===== src/rtl/mem_access_pkg.sv =====
// Shared encodings for the data-memory access unit.
// Holds the memory command encodings driven on mem_rwen_o, the RV32I
// load/store funct3 values, the response fault codes, the FSM state type
// and a small helper that tells store commands apart from load commands.
package mem_access_pkg;

  // Memory command encodings
  localparam logic [3:0] RWEN_IDLE = 4'b0000;
  localparam logic [3:0] RWEN_LB   = 4'b1000;
  localparam logic [3:0] RWEN_LH   = 4'b1001;
  localparam logic [3:0] RWEN_LW   = 4'b1010;
  localparam logic [3:0] RWEN_LBU  = 4'b1100;
  localparam logic [3:0] RWEN_LHU  = 4'b1101;
  localparam logic [3:0] RWEN_SB   = 4'b1011;
  localparam logic [3:0] RWEN_SH   = 4'b1110;
  localparam logic [3:0] RWEN_SW   = 4'b1111;

  // RV32I funct3 values shared by loads and stores
  localparam logic [2:0] F3_B  = 3'b000;
  localparam logic [2:0] F3_H  = 3'b001;
  localparam logic [2:0] F3_W  = 3'b010;
  localparam logic [2:0] F3_BU = 3'b100;
  localparam logic [2:0] F3_HU = 3'b101;

  // Response fault codes
  localparam logic [1:0] FAULT_NONE     = 2'b00;
  localparam logic [1:0] FAULT_MISALIGN = 2'b01;
  localparam logic [1:0] FAULT_RANGE    = 2'b10;
  localparam logic [1:0] FAULT_FUNCT3   = 2'b11;

  typedef enum logic [1:0] {
    ST_IDLE   = 2'b00,
    ST_ACCESS = 2'b01,
    ST_RESP   = 2'b10
  } state_e;

  // Store commands are the only ones whose response data must read as zero.
  function automatic logic is_store(input logic [3:0] rwen);
    return (rwen == RWEN_SB) || (rwen == RWEN_SH) || (rwen == RWEN_SW);
  endfunction

endpackage


===== src/rtl/mem_req_check.sv =====
// Combinational request decoder for the memory access unit.
// Turns a load/store request into its memory command and reports the
// highest-priority fault (illegal funct3 > misaligned > out of range).
// Ports:
//   we_i      1 = store, 0 = load
//   funct3_i  RV32I funct3 of the access
//   addr_i    byte address
//   rwen_o    memory command (RWEN_IDLE when funct3 is illegal)
//   fault_o   fault code, FAULT_NONE when the access may proceed
module mem_req_check
  import mem_access_pkg::*;
#(
  parameter int unsigned MEM_BYTES = 524288
) (
  input  logic        we_i,
  input  logic [2:0]  funct3_i,
  input  logic [31:0] addr_i,
  output logic [3:0]  rwen_o,
  output logic [1:0]  fault_o
);

  localparam logic [32:0] MEM_LIMIT = 33'(MEM_BYTES);

  logic        legal;
  logic [32:0] size;
  logic [32:0] last_byte;

  // Decode funct3 into a command and access size. The last byte touched is
  // formed in 33 bits so addresses near 0xFFFFFFFF cannot wrap back into range.
  always_comb begin
    rwen_o    = RWEN_IDLE;
    legal     = 1'b1;
    size      = 33'd1;
    fault_o   = FAULT_NONE;
    if (we_i) begin
      case (funct3_i)
        F3_B:    begin rwen_o = RWEN_SB; size = 33'd1; end
        F3_H:    begin rwen_o = RWEN_SH; size = 33'd2; end
        F3_W:    begin rwen_o = RWEN_SW; size = 33'd4; end
        default: legal = 1'b0;
      endcase
    end else begin
      case (funct3_i)
        F3_B:    begin rwen_o = RWEN_LB;  size = 33'd1; end
        F3_H:    begin rwen_o = RWEN_LH;  size = 33'd2; end
        F3_W:    begin rwen_o = RWEN_LW;  size = 33'd4; end
        F3_BU:   begin rwen_o = RWEN_LBU; size = 33'd1; end
        F3_HU:   begin rwen_o = RWEN_LHU; size = 33'd2; end
        default: legal = 1'b0;
      endcase
    end

    last_byte = {1'b0, addr_i} + size - 33'd1;

    if (!legal) begin
      fault_o = FAULT_FUNCT3;
    end else if ((size == 33'd2 && addr_i[0]) ||
                 (size == 33'd4 && addr_i[1:0] != 2'b00)) begin
      fault_o = FAULT_MISALIGN;
    end else if (last_byte >= MEM_LIMIT) begin
      fault_o = FAULT_RANGE;
    end
  end

endmodule


===== src/rtl/mem_access_unit.sv =====
// Initiator side of the data-memory byte interface.
// Accepts one load/store at a time, checks it, drives the memory command
// for exactly one cycle and returns the (already extended) read data on a
// valid/ready response channel. Every output comes straight from a register.
// Ports:
//   clk_i, reset_i               clock, synchronous active-high reset
//   req_valid_i / req_ready_o    request handshake
//   req_we_i, req_funct3_i       access kind
//   req_addr_i, req_wdata_i      byte address, right-justified store data
//   rsp_valid_o / rsp_ready_i    response handshake
//   rsp_rdata_o, rsp_fault_o     load data (0 for stores/faults), fault code
//   mem_rwen_o, mem_address_o,
//   mem_writedata_o              memory command, address and store data
//   mem_readdata_i               combinational memory read data
module mem_access_unit
  import mem_access_pkg::*;
#(
  parameter int unsigned MEM_BYTES = 524288
) (
  input  logic        clk_i,
  input  logic        reset_i,
  input  logic        req_valid_i,
  output logic        req_ready_o,
  input  logic        req_we_i,
  input  logic [2:0]  req_funct3_i,
  input  logic [31:0] req_addr_i,
  input  logic [31:0] req_wdata_i,
  output logic        rsp_valid_o,
  input  logic        rsp_ready_i,
  output logic [31:0] rsp_rdata_o,
  output logic [1:0]  rsp_fault_o,
  output logic [3:0]  mem_rwen_o,
  output logic [31:0] mem_address_o,
  output logic [31:0] mem_writedata_o,
  input  logic [31:0] mem_readdata_i
);

  state_e      state_q, state_d;
  logic        req_ready_q, req_ready_d;
  logic        rsp_valid_q, rsp_valid_d;
  logic [31:0] rsp_rdata_q, rsp_rdata_d;
  logic [1:0]  rsp_fault_q, rsp_fault_d;
  logic [3:0]  mem_rwen_q, mem_rwen_d;
  logic [31:0] mem_address_q, mem_address_d;
  logic [31:0] mem_writedata_q, mem_writedata_d;

  logic [3:0]  chk_rwen;
  logic [1:0]  chk_fault;

  mem_req_check #(
    .MEM_BYTES(MEM_BYTES)
  ) u_check (
    .we_i    (req_we_i),
    .funct3_i(req_funct3_i),
    .addr_i  (req_addr_i),
    .rwen_o  (chk_rwen),
    .fault_o (chk_fault)
  );

  // Next-state logic. Everything holds by default; a faulting request skips
  // ACCESS so the memory never sees a command for it. The memory command is
  // dropped at the edge that closes ACCESS, which is also where load data is
  // captured from the combinational read port.
  always_comb begin
    state_d         = state_q;
    req_ready_d     = req_ready_q;
    rsp_valid_d     = rsp_valid_q;
    rsp_rdata_d     = rsp_rdata_q;
    rsp_fault_d     = rsp_fault_q;
    mem_rwen_d      = mem_rwen_q;
    mem_address_d   = mem_address_q;
    mem_writedata_d = mem_writedata_q;

    case (state_q)
      ST_IDLE: begin
        if (req_valid_i) begin
          req_ready_d = 1'b0;
          rsp_rdata_d = 32'h0;
          rsp_fault_d = chk_fault;
          if (chk_fault != FAULT_NONE) begin
            rsp_valid_d = 1'b1;
            state_d     = ST_RESP;
          end else begin
            mem_rwen_d      = chk_rwen;
            mem_address_d   = req_addr_i;
            mem_writedata_d = req_wdata_i;
            state_d         = ST_ACCESS;
          end
        end
      end
      ST_ACCESS: begin
        mem_rwen_d  = RWEN_IDLE;
        rsp_valid_d = 1'b1;
        rsp_rdata_d = is_store(mem_rwen_q) ? 32'h0 : mem_readdata_i;
        state_d     = ST_RESP;
      end
      ST_RESP: begin
        if (rsp_ready_i) begin
          rsp_valid_d = 1'b0;
          req_ready_d = 1'b1;
          state_d     = ST_IDLE;
        end
      end
      default: begin
        state_d     = ST_IDLE;
        req_ready_d = 1'b1;
        rsp_valid_d = 1'b0;
        mem_rwen_d  = RWEN_IDLE;
      end
    endcase
  end

  // State and output registers. Reset clears everything, including a
  // pending response; a store already on the bus still commits because the
  // memory samples the registered command at this same edge.
  always_ff @(posedge clk_i) begin
    if (reset_i) begin
      state_q         <= ST_IDLE;
      req_ready_q     <= 1'b1;
      rsp_valid_q     <= 1'b0;
      rsp_rdata_q     <= 32'h0;
      rsp_fault_q     <= FAULT_NONE;
      mem_rwen_q      <= RWEN_IDLE;
      mem_address_q   <= 32'h0;
      mem_writedata_q <= 32'h0;
    end else begin
      state_q         <= state_d;
      req_ready_q     <= req_ready_d;
      rsp_valid_q     <= rsp_valid_d;
      rsp_rdata_q     <= rsp_rdata_d;
      rsp_fault_q     <= rsp_fault_d;
      mem_rwen_q      <= mem_rwen_d;
      mem_address_q   <= mem_address_d;
      mem_writedata_q <= mem_writedata_d;
    end
  end

  assign req_ready_o     = req_ready_q;
  assign rsp_valid_o     = rsp_valid_q;
  assign rsp_rdata_o     = rsp_rdata_q;
  assign rsp_fault_o     = rsp_fault_q;
  assign mem_rwen_o      = mem_rwen_q;
  assign mem_address_o   = mem_address_q;
  assign mem_writedata_o = mem_writedata_q;

endmodule

===== config.mk =====
export PLATFORM = sky130hd
export DESIGN_NAME = mem_access_unit
export DESIGN_NICKNAME = d
export VERILOG_FILES = /design/src/rtl/mem_access_pkg.sv /design/src/rtl/mem_req_check.sv /design/src/rtl/mem_access_unit.sv
export SDC_FILE = /design/constraint.sdc
export NUM_CORES = 1
export LEC_CHECK = 0
export BUFFER_PORTS_ARGS = -buffer_cell sky130_fd_sc_hd__buf_2
export CORE_MARGIN = 4
export CORE_UTILIZATION = 45
export DETAILED_ROUTE_END_ITERATION = 12
export PLACE_DENSITY_LB_ADDON = 0.1
export SYNTH_ARGS = -nofsm -noshare
export SYNTH_HDL_FRONTEND = slang
export SYNTH_HIERARCHICAL = 1
export SYNTH_SLANG_ARGS = --single-unit

===== constraint.sdc =====
create_clock -name clk_i -period 13.32 [get_ports clk_i]
set_clock_uncertainty 0.2 [all_clocks]
set_input_delay 1.332 -clock clk_i [delete_from_list [all_inputs] [get_ports clk_i]]
set_output_delay 1.332 -clock clk_i [all_outputs]
set_load 0.02 [all_outputs]

==> flow_metrics.py <==
metrics = {
    "setup_path": {
        "cp.arrival_ns": 6.34,
        "cp_num_buf_inv": 2,
        "startpoint_type": "primary input",
        "cp-end-kind": "flop",
        "path_delay_family": "simple AND/OR/NAND/NOR gates",
        "critPathKind": "in -> reg",
        "crit_path_max_incr_delay_ns": 0.82,
        "cp_cell_sequence": "buf_2, nor2_1, nand2_1, ha_1, inv_1, ha_1, a211oi_1, o211ai_1, a211o_1, a311oi_1, nor2_1, or4b_1, or4_1, o31a_1, nor2_4, and2_4, o21ai_0",
        "crit_fanout": 65,
        "critPathRequiredTime_ns": 13.31,
        "slowest_stage": "and2_4",
    },
    "synthesis": {
        "synth_area_per_cell_um2": 8.87,
        "ys_async_sr_fraction": 0,
        "synth_flop_cell": "dfxtp_1",
        "synthCells": 707,
        "seq_area_frac_synth": 0.338,
        "yosys_warnings": 6,
        "synth_cell_types": 66,
        "synth_nets": 845,
        "ys_ff_latch": 106,
        "synth_edf_count": 0,
        "synth_area_um2": 6270,
    },
    "power_and_ir_drop": {
        "leakage_uw": 0.00339,
        "power_density_nw_per_um2": 99.9,
        "peakVddDrop_uv": 58.2,
    },
    "grt": {
        "busiest_layer": "met2",
        "first_global_vias": 5679,
        "grt_overflow": 0,
        "use_met1": 0.272,
        "gr-usage-met3": 0.0495,
        "grt_pass1_wl_um": 27800,
        "use_met2": 0.335,
        "grt_max_degree": 170,
        "antenna_found_initial": 0,
        "grt_usage": 0.206,
    },
    "placement": {
        "dp_hpwl_um": 12100,
        "port-buffer-count": 207,
        "gp_congestion": 0.903,
    },
    "sta": {
        "worst_slew_pin_slew_ns": 1.30,
        "min_period_ns": 6.35,
        "setup_viol": 0,
        "slew_violations": 0,
        "max_slew_margin": 0.136,
        "setup-tns-final_ns": 0,
        "clock.fmax_mhz": 158,
        "fin_crit_sh": 0.477,
        "hold_viol": 0,
        "rsz0062_at_grt": "false",
    },
    "hold_path": {
        "hold_class": "reg -> reg",
    },
    "floorplan": {
        "initial_utilization": 0.466,
        "rows": 42,
        "io_pins": 208,
        "core_area_um2": 13500,
        "die_area_um2": 15900,
        "dieWidth_um": 126,
        "die_y_um": 126,
    },
    "clock_network": {
        "cts.hold.buffers_added": 0,
        "cts_tree": "yes",
        "root_buffer": "clkbuf_16",
        "cts_htree_levels": 3,
        "cts-resized-gates": 0,
        "clock_sinks": 106,
        "cts_setup_buffers": 0,
        "clockBufferDepth": 2,
        "cts_buffers": 9,
        "worstSkewPairLatency_ns": 0.35,
        "clk_pin_slew_ns": 0.07,
    },
    "route": {
        "ant_nets": 0,
        "drc": 0,
        "drt_iter0_drc": 332,
        "vias_per_cell": 5.59,
        "routed_wl_um": 17000,
        "wl_per_cell_um": 16.1,
        "firstDrtPassIters": 5,
        "vias": 5918,
    },
    "finish": {
        "antennaDiodeCount": 0,
        "nFillCells": 1260,
        "layout_common_cells": "buf_2, dfxtp_1, nand2b_1",
        "area_delta_synth_final_pct": 20.8,
        "final_common_cell": "buf_2",
        "nNetsFinal": 1015,
        "drive_gt1_frac": 0.336,
        "utilization": 0.563,
    },
    "run_status": {
        "status": "finished clean",
    },
    "job": {
        "maxCapViolations": 0,
    },
}
-- registers in the layout, summed over array words and instances, names as in the netlist --
signal           flops
rsp_rdata_o         32
mem_rwen_o           4
mem_writedata_o     32
state_q              2
rsp_fault_o          2
rsp_valid_o          1
req_ready_o          1
mem_address_o       32
-- final timing paths --
kind	slack, ns	to	depth (start not counted)	from
setup / recovery	6.97	mem_writedata_o[10]	17	req_funct3_i[2]
hold / removal	0.27	mem_address_o[10]	2	mem_address_o[10]
setup reg to reg	11.24	rsp_rdata_o[28]	3	state_q[0]
hold reg to reg	0.27	mem_address_o[10]	2	mem_address_o[10]
-- logic make-up after synthesis --
logic type,share of synthesized area
and+or+nand+nor,0.265
AOI/OAI and AO/OA,0.235
DFF,0.338
buffers and inverters,0.0784
adders and majority gates,0.0690
xor gates and xnor gates,0.00838
muxes,0.00658
-- worst min-delay path: stages (launching register included) --
cell	delay, ns
dfxtp_1	0.31
nand2b_1	0.08
o21ai_2	0.05
-- Yosys cell counts (4+ instances only) --
| master | instances | share of area |
|---|---|---|
| nand4b_1 | 64 | 0.089 |
| and3_2 | 4 | 0.0048 |
| nand3_1 | 6 | 0.0048 |
| nand2b_1 | 67 | 0.067 |
| nand2_1 | 24 | 0.014 |
| inv_1 | 44 | 0.026 |
| a211oi_1 | 6 | 0.0072 |
| a32oi_1 | 36 | 0.050 |
| nor2_1 | 55 | 0.033 |
| o211ai_1 | 6 | 0.0072 |
| o31a_1 | 4 | 0.0056 |
| nor3_1 | 7 | 0.0056 |
| a21oi_1 | 26 | 0.021 |
| o21a_1 | 6 | 0.0072 |
| xor2_1 | 4 | 0.0056 |
| nand4_1 | 6 | 0.0060 |
| nor2b_1 | 5 | 0.0050 |
| ha_1 | 33 | 0.066 |
| o21ai_0 | 32 | 0.026 |
| a21o_1 | 5 | 0.0060 |
| nor3b_1 | 7 | 0.0084 |
| clkbuf_1 | 22 | 0.013 |
| o21ai_2 | 50 | 0.070 |
| buf_12 | 5 | 0.016 |
| dfxtp_1 | 106 | 0.34 |
| buf_2 | 20 | 0.016 |
-- power by group --
part	switching, uW	leakage [uW]	internal (uW)
combinational	85.1	0.00238	56.2
sequential	3.42	0.000856	322
clock	123	0.000154	167
-- cell type report --
| cell class | count | area [um^2] | area share |
|---|---|---|---|
| Multi-Input combinational cell | 505 | 3680 | 0.485 |
| Sequential cell | 106 | 2120 | 0.280 |
| Timing Repair Buffer | 211 | 1070 | 0.141 |
| Clock buffer | 10 | 229 | 0.0302 |
| Tap cell | 176 | 220 | 0.0291 |
| Inverter | 44 | 165 | 0.0218 |
| Clock inverter | 6 | 93.8 | 0.0124 |
-- stage by stage --
stage / cells / power, uW / cell area (um^2) / setup WS [ns] / hold WS [ns]
after floorplan: 707 / 430 / 6270 / 7.64 / 0.346
after global placement: 1042 / 471 / 7250 / 6.82 / 0.258
after detailed placement: 1042 / 474 / 7250 / 6.56 / 0.262
after CTS: 1058 / 767 / 7580 / 6.92 / 0.275
after global routing: 1058 / 795 / 7580 / 6.55 / 0.287
final: 1058 / 757 / 7580 / 6.97 / 0.273
-- layer usage --
layer,part of all wire,routed length [um],vias up
met4,0.013,223,0
met3,0.070,1190,17
met5,0,0,-
met2,0.46,7840,191
li1,-,-,2934
met1,0.46,7770,2776
Note: power is estimated with default switching activity, not from simulation.
